$ cat config.mk
export PLATFORM = sky130hd
export DESIGN_NAME = sar_dac_stream_player_flat
export DESIGN_NICKNAME = d
export VERILOG_FILES = /design/src/rtl/sar_dac_stream_player_if.sv /design/src/rtl/sar_dac_stream_player.sv /design/src/flat_wrapper.sv
export SDC_FILE = /design/constraint.sdc
export NUM_CORES = 1
export LEC_CHECK = 0
export CAP_MARGIN = 20
export CORE_ASPECT_RATIO = 0.7
export CORE_MARGIN = 2
export CORE_UTILIZATION = 45
export CTS_BUF_LIST = sky130_fd_sc_hd__clkbuf_8
export CTS_CLUSTER_SIZE = 10
export DETAILED_ROUTE_END_ITERATION = 7
export PLACE_DENSITY = 0.66
export SLEW_MARGIN = 20
export SYNTH_ARGS = -nofsm -noshare
export SYNTH_HDL_FRONTEND = slang
export SYNTH_SLANG_ARGS = --single-unit
$ cat constraint.sdc
create_clock -name clk -period 2.5 [get_ports clk]
set_input_delay 0.25 -clock clk [delete_from_list [all_inputs] [get_ports clk]]
set_output_delay 0.25 -clock clk [all_outputs]
set_load 0.005 [all_outputs]
$ cat src/rtl/sar_dac_stream_player_if.sv
// Bundle of the sample-stream handshake, playback controls and DAC-side outputs
// of the stream player. The player modport belongs to the DUT and the host modport to its driver.
interface sar_dac_stream_player_if #(
   parameter int unsigned NUM_BITS   = 4,
   parameter int unsigned FIFO_DEPTH = 8,
   parameter int unsigned RATE_W     = 8
);
   logic                          enable;
   logic [RATE_W-1:0]             sample_rate;
   logic [NUM_BITS-1:0]           s_data;
   logic                          s_valid;
   logic                          s_ready;
   logic [NUM_BITS-1:0]           dac_code;
   logic                          dac_update;
   logic                          underrun;
   logic [$clog2(FIFO_DEPTH):0]   fifo_level;

   modport player (
      input  enable, sample_rate, s_data, s_valid,
      output s_ready, dac_code, dac_update, underrun, fifo_level
   );

   modport host (
      output enable, sample_rate, s_data, s_valid,
      input  s_ready, dac_code, dac_update, underrun, fifo_level
   );
endinterface

$ cat src/rtl/sar_dac_stream_player.sv
// Paced DAC playback: FIFO-buffered samples, with one code update every sample_rate+1 cycles.
// Define UNDERRUN_MIDSCALE_EN to drive midscale on underrun ticks; otherwise the code is held.
module sar_dac_stream_player #(
   parameter int unsigned NUM_BITS   = 4,
   parameter int unsigned FIFO_DEPTH = 8,
   parameter int unsigned RATE_W     = 8
) (
   input  logic                          clk,
   input  logic                          rst,
   sar_dac_stream_player_if.player       bus
);
   localparam int unsigned PtrW = $clog2(FIFO_DEPTH);
   localparam int unsigned LvlW = PtrW + 1;
   localparam logic [LvlW-1:0] LvlFull = LvlW'(FIFO_DEPTH);
`ifdef UNDERRUN_MIDSCALE_EN
   localparam logic [NUM_BITS-1:0] MidCode = NUM_BITS'(1) << (NUM_BITS - 1);
`endif

   logic [NUM_BITS-1:0] mem_q [FIFO_DEPTH];
   logic [PtrW-1:0]     wr_ptr_q, wr_ptr_d, rd_ptr_q, rd_ptr_d;
   logic [LvlW-1:0]     level_q, level_d;
   logic [RATE_W-1:0]   rate_cnt_q, rate_cnt_d;
   logic [NUM_BITS-1:0] dac_code_q, dac_code_d;
   logic                dac_update_q, dac_update_d;
   logic                underrun_q, underrun_d;
   logic                ready, push, pop, tick;

   // Ready comes only from the registered level, so a same-cycle pop never frees a slot.
   assign ready          = (level_q != LvlFull);
   assign bus.s_ready    = ready;
   assign bus.dac_code   = dac_code_q;
   assign bus.dac_update = dac_update_q;
   assign bus.underrun   = underrun_q;
   assign bus.fifo_level = level_q;

   always_comb begin
      tick         = bus.enable && (rate_cnt_q >= bus.sample_rate);
      push         = bus.s_valid && ready;
      pop          = tick && (level_q != '0);
      rate_cnt_d   = '0;
      if (bus.enable && !tick) begin
         rate_cnt_d = rate_cnt_q + RATE_W'(1);
      end
      wr_ptr_d     = wr_ptr_q + PtrW'(push);
      rd_ptr_d     = rd_ptr_q + PtrW'(pop);
      level_d      = level_q + LvlW'(push) - LvlW'(pop);
      dac_code_d   = dac_code_q;
      dac_update_d = 1'b0;
      underrun_d   = tick && !pop;
      if (pop) begin
         dac_code_d   = mem_q[rd_ptr_q];
         dac_update_d = 1'b1;
      end
`ifdef UNDERRUN_MIDSCALE_EN
      else if (tick) begin
         dac_code_d   = MidCode;
         dac_update_d = 1'b1;
      end
`endif
   end

   always_ff @(posedge clk) begin
      if (rst) begin
         wr_ptr_q     <= '0;
         rd_ptr_q     <= '0;
         level_q      <= '0;
         rate_cnt_q   <= '0;
         dac_code_q   <= '0;
         dac_update_q <= 1'b0;
         underrun_q   <= 1'b0;
      end else begin
         wr_ptr_q     <= wr_ptr_d;
         rd_ptr_q     <= rd_ptr_d;
         level_q      <= level_d;
         rate_cnt_q   <= rate_cnt_d;
         dac_code_q   <= dac_code_d;
         dac_update_q <= dac_update_d;
         underrun_q   <= underrun_d;
      end
   end

   // Storage needs no reset: the pointers and level define which entries are live.
   always_ff @(posedge clk) begin
      if (!rst && push) begin
         mem_q[wr_ptr_q] <= bus.s_data;
      end
   end
endmodule

$ cat src/flat_wrapper.sv
// flat-port wrapper written by rule: the top's interface ports become plain ports
module sar_dac_stream_player_flat 
#(
   parameter int unsigned NUM_BITS   = 4,
   parameter int unsigned FIFO_DEPTH = 8,
   parameter int unsigned RATE_W     = 8
)
  (clk, rst, bus_enable, bus_sample_rate, bus_s_data, bus_s_valid, bus_s_ready, bus_dac_code, bus_dac_update, bus_underrun, bus_fifo_level);
  sar_dac_stream_player_if #(.NUM_BITS(NUM_BITS), .FIFO_DEPTH(FIFO_DEPTH), .RATE_W(RATE_W)) bus_i ();
  input  logic clk;
  input  logic rst;
  input wire logic [$bits(bus_i.enable)-1:0] bus_enable;
  input wire logic [$bits(bus_i.sample_rate)-1:0] bus_sample_rate;
  input wire logic [$bits(bus_i.s_data)-1:0] bus_s_data;
  input wire logic [$bits(bus_i.s_valid)-1:0] bus_s_valid;
  output wire logic [$bits(bus_i.s_ready)-1:0] bus_s_ready;
  output wire logic [$bits(bus_i.dac_code)-1:0] bus_dac_code;
  output wire logic [$bits(bus_i.dac_update)-1:0] bus_dac_update;
  output wire logic [$bits(bus_i.underrun)-1:0] bus_underrun;
  output wire logic [$bits(bus_i.fifo_level)-1:0] bus_fifo_level;
  assign bus_i.enable = bus_enable;
  assign bus_i.sample_rate = bus_sample_rate;
  assign bus_i.s_data = bus_s_data;
  assign bus_i.s_valid = bus_s_valid;
  assign bus_s_ready = bus_i.s_ready;
  assign bus_dac_code = bus_i.dac_code;
  assign bus_dac_update = bus_i.dac_update;
  assign bus_underrun = bus_i.underrun;
  assign bus_fifo_level = bus_i.fifo_level;
  sar_dac_stream_player #(.NUM_BITS(NUM_BITS), .FIFO_DEPTH(FIFO_DEPTH), .RATE_W(RATE_W)) u_core (.clk(clk), .rst(rst), .bus(bus_i));
endmodule
==> impl_metrics.yaml, run 1 <==
run_status:
  status: "finished, final reports clean"
global_routing:
  grt_pass1_wl_um: 6840
  grt_pass1_vias: 1379
  grt_usage_pct: 14.9
  antenna_found_initial: 0
  grt_max_degree: 19
  overflow: 0
clocking:
  h-tree-depth: 2
  cts.hold.buffers_added: 0
  insertion_delay_ns: 0.30
  cts_root_buffer: "clkbuf_8"
  clk_path_buf_depth: 2
  cts_tree: "built"
  numCtsBuffers: 5
  clkSlewWorstSetupHoldPaths_ns: 0.09
  clock-sinks: 56
layout:
  drive_above_1_share_pct: 18.5
  finalNonFillerCells: 304
  design_area_um2: 3060
  fin_util_pct: 57.6
  antenna_cells: 0
  area_growth_syn_to_layout_pct: 22.3
  layout.nets: 267
synthesis:
  yosys_warnings: 0
  ys_types: 32
  synth_most_common_cell: "edfxtp_1"
  synthArstFlopShare_pct: 0
  synth_common_cells: "edfxtp_1 (32), dfxtp_1 (24), nor2_1 (20), ha_1 (19), inv_1 (18)"
  netlist.area_leader.share_pct: 38.4
  synth_area_per_cell_um2: 13.0
  synth.area.top_cells: "edfxtp_1 (38%), dfxtp_1 (19%), ha_1 (9.5%), mux4_2 (7.2%), nor2_1 (3.0%)"
  ys_seq_elements: 56
  synth-edff-count: 32
  yosysSeqAreaShare_pct: 57.6
  synth_cells: 193
  synthesis.area_um2: 2500
  synth_ff_type: "edfxtp_1"
  syn_nets: 229
  synth_area_leader_cell: "edfxtp_1"
die:
  num_io_pins: 27
  die_h_um: 66.4
  dieArea_um2: 6180
  die_w_um: 93.1
  rows: 22
  coreArea_um2: 5310
  initial_utilization_pct: 47.1
sta:
  fmax_mhz: 404
  max_slew_margin_pct: 62.2
  period_minus_slack_ns: 2.47
  tightest_slew_ns: 0.566
  finalSetupViolations: 0
  finalCritPeriodShare_pct: 98.9
  finalMaxSlewViolations: 0
  setup_ws_ns: 0.0272
  rsz0062_at_grt: "yes"
  hold_viol: 0
  fin_tns_setup_ns: 0
  holdWs_ns: 0.482
  clock_skew_ns: 0.00680
setup_path:
  crit_path_end: "u_core.bus.fifo_level[1]"
  rrSetupSlack_ns: 0.03
  startpoint: "u_core.rate_cnt_q[0]"
  cpLargestDelayFamily: "adder cells"
  cp_data_arrival_time_ns: 2.66
  cp.depth: 12
  cp.required_ns: 2.69
  worstReg2RegEnd: "u_core.bus.fifo_level[1]"
  critPathKind: "reg -> reg"
  critical_path.slowest_cell: "fa_2"
  cp_max_fo: 2
  r2r_cells: 12
  cp_num_buf_inv: 3
  crit_chain: "inv_2 -> ha_4 -> nand2b_4 -> a2111o_1 -> a21oi_4 -> nor2_4 -> ha_4 -> inv_2 -> ha_4 -> inv_2 -> fa_2 -> nor2_1"
  slowest_delay_ns: 0.50
  cp-end-kind: "flip-flop"
  critPathLaunchType: "flip-flop"
  reg2reg_from: "u_core.rate_cnt_q[0]"
drt:
  wl_per_cell_um: 14.1
  ant_nets: 0
  routed_wl_um: 4290
  vias_per_cell: 4.92
  vias: 1495
  drt_iter0_markers: 69
  drtPass1Iterations: 4
  drc_errors: 0
place:
  placed_area_um2: 2930
  gp_congestion: 0.797
  dp.cells: 295
  io_buffer_count: 26
  hpwl_um: 3230
  pre_cts_ws_ns: -0.313
worst_hold_path:
  hold_class: "reg -> reg"
power:
  cellPowerDensity_nw_per_um2: 603
  comb_power_share_pct: 18.4
  clkPwrFrac_pct: 25.0
  netSwitchingFraction_pct: 24.9
  p_leak_nw: 1.12
  power_mw: 1.84
  p_int_mw: 1.38
  p_switching_uw: 459
  seqPwrFrac_pct: 56.6
  peakVddDrop_v: 0.000372
flow_run:
  cap_violations: 0
power by group through the flow:
stage,combinational (mW),clock (mW),sequential [mW]
final,0.340,0.460,1.04
after global routing,0.379,0.512,1.05
after global placement,0.329,0,1.06
after floorplan,0.198,0,1.06
after CTS,0.339,0.477,1.04
after detailed placement,0.332,0,1.06
sequential cells by signal, indices dropped and copies added, names as in the netlist:
register               flops
u_core.bus.underrun        1
u_core.mem_q              32
u_core.bus.dac_update      1
u_core.bus.dac_code        4
u_core.rate_cnt_q          8
u_core.wr_ptr_q            3
u_core.bus.fifo_level      4
u_core.rd_ptr_q            3
layout make-up:
type | instances | area [um2]
multi-input combinational | 113 | 1030
fill | 454 | 2250
tap | 72 | 90.1
clock buffer | 5 | 68.8
timing repair buffer | 37 | 345
clock inverter | 3 | 15.0
inverter | 18 | 67.6
sequential | 56 | 1440
cells in the final DEF (no fill, tap or decap), types with 5 or more instances in the layout:
cell type         n
nor2b_1           5
dfxtp_1          23
xor2_1            6
a21oi_1           6
edfxtp_1         32
inv_1            15
ha_1             15
clkdlybuf4s50_1  25
clkbuf_8          5
mux4_2            8
nand2_1           5
o21ai_0           6
or3_1             5
nor2_1           19
buf_4            11
nand3_1           6
cell families after synthesis:
| kind of cell | Yosys count | synth area share, % |
|---|---|---|
| fa+ha+maj | 20 | 10.3 |
| xor+xnor | 10 | 3.50 |
| mux | 12 | 8.80 |
| buf+inv | 24 | 4.10 |
| compound gates | 17 | 4.05 |
| flops | 56 | 57.6 |
| simple gates | 54 | 11.6 |
layer usage:
layer | up-vias | track usage [%] | part of all wire (%)
li1 | 761 | - | -
met1 | 707 | 22.7 | 54
met2 | 22 | 20.7 | 42
met3 | 5 | 3.76 | 3.4
met4 | 0 | 4.41 | 0.84
met5 | - | 0 | 0
worst min path at each step:
stage	start	endpoint	depth (start not counted)
2_1_floorplan	bus_s_data[0]	u_core.mem_q[0][0]	0
5_1_grt	u_core.bus.dac_code[1]	u_core.bus.dac_code[1]	2
4_1_cts	u_core.bus.dac_code[0]	u_core.bus.dac_code[0]	2
6_report	u_core.bus.dac_code[0]	u_core.bus.dac_code[0]	2
3_3_place_gp	u_core.bus.dac_code[0]	u_core.bus.dac_code[0]	2
3_5_place_dp	u_core.bus.dac_code[0]	u_core.bus.dac_code[0]	2
timing repair:
item / 4_1_cts / 5_1_grt
buffers inserted: 0 / 1
endpoints found under the hold margin: 0 / 0
endpoints found under the setup margin: 0 / 3
resized for setup: 0 / 6
tightest hold or removal path, cell delays in order, from the launching register on:
cell and delay (ns):
dfxtp_1 0.32, o21ai_0 0.06, a21oi_1 0.06
(Power assumes the default switching activity.)
==> inputs of run 2 (changes only) <==
--- a/config.mk
+++ b/config.mk
@@ -10,8 +10,10 @@
 export CORE_MARGIN = 2
 export CORE_UTILIZATION = 45
 export CTS_BUF_LIST = sky130_fd_sc_hd__clkbuf_8
+export CTS_CLUSTER_DIAMETER = 80
 export CTS_CLUSTER_SIZE = 10
 export DETAILED_ROUTE_END_ITERATION = 7
+export GPL_ROUTABILITY_DRIVEN = 0
 export PLACE_DENSITY = 0.66
 export SLEW_MARGIN = 20
 export SYNTH_ARGS = -nofsm -noshare
==> results of run 2 <==
The final DEF is identical to that of run 1; final timing and power are the same.
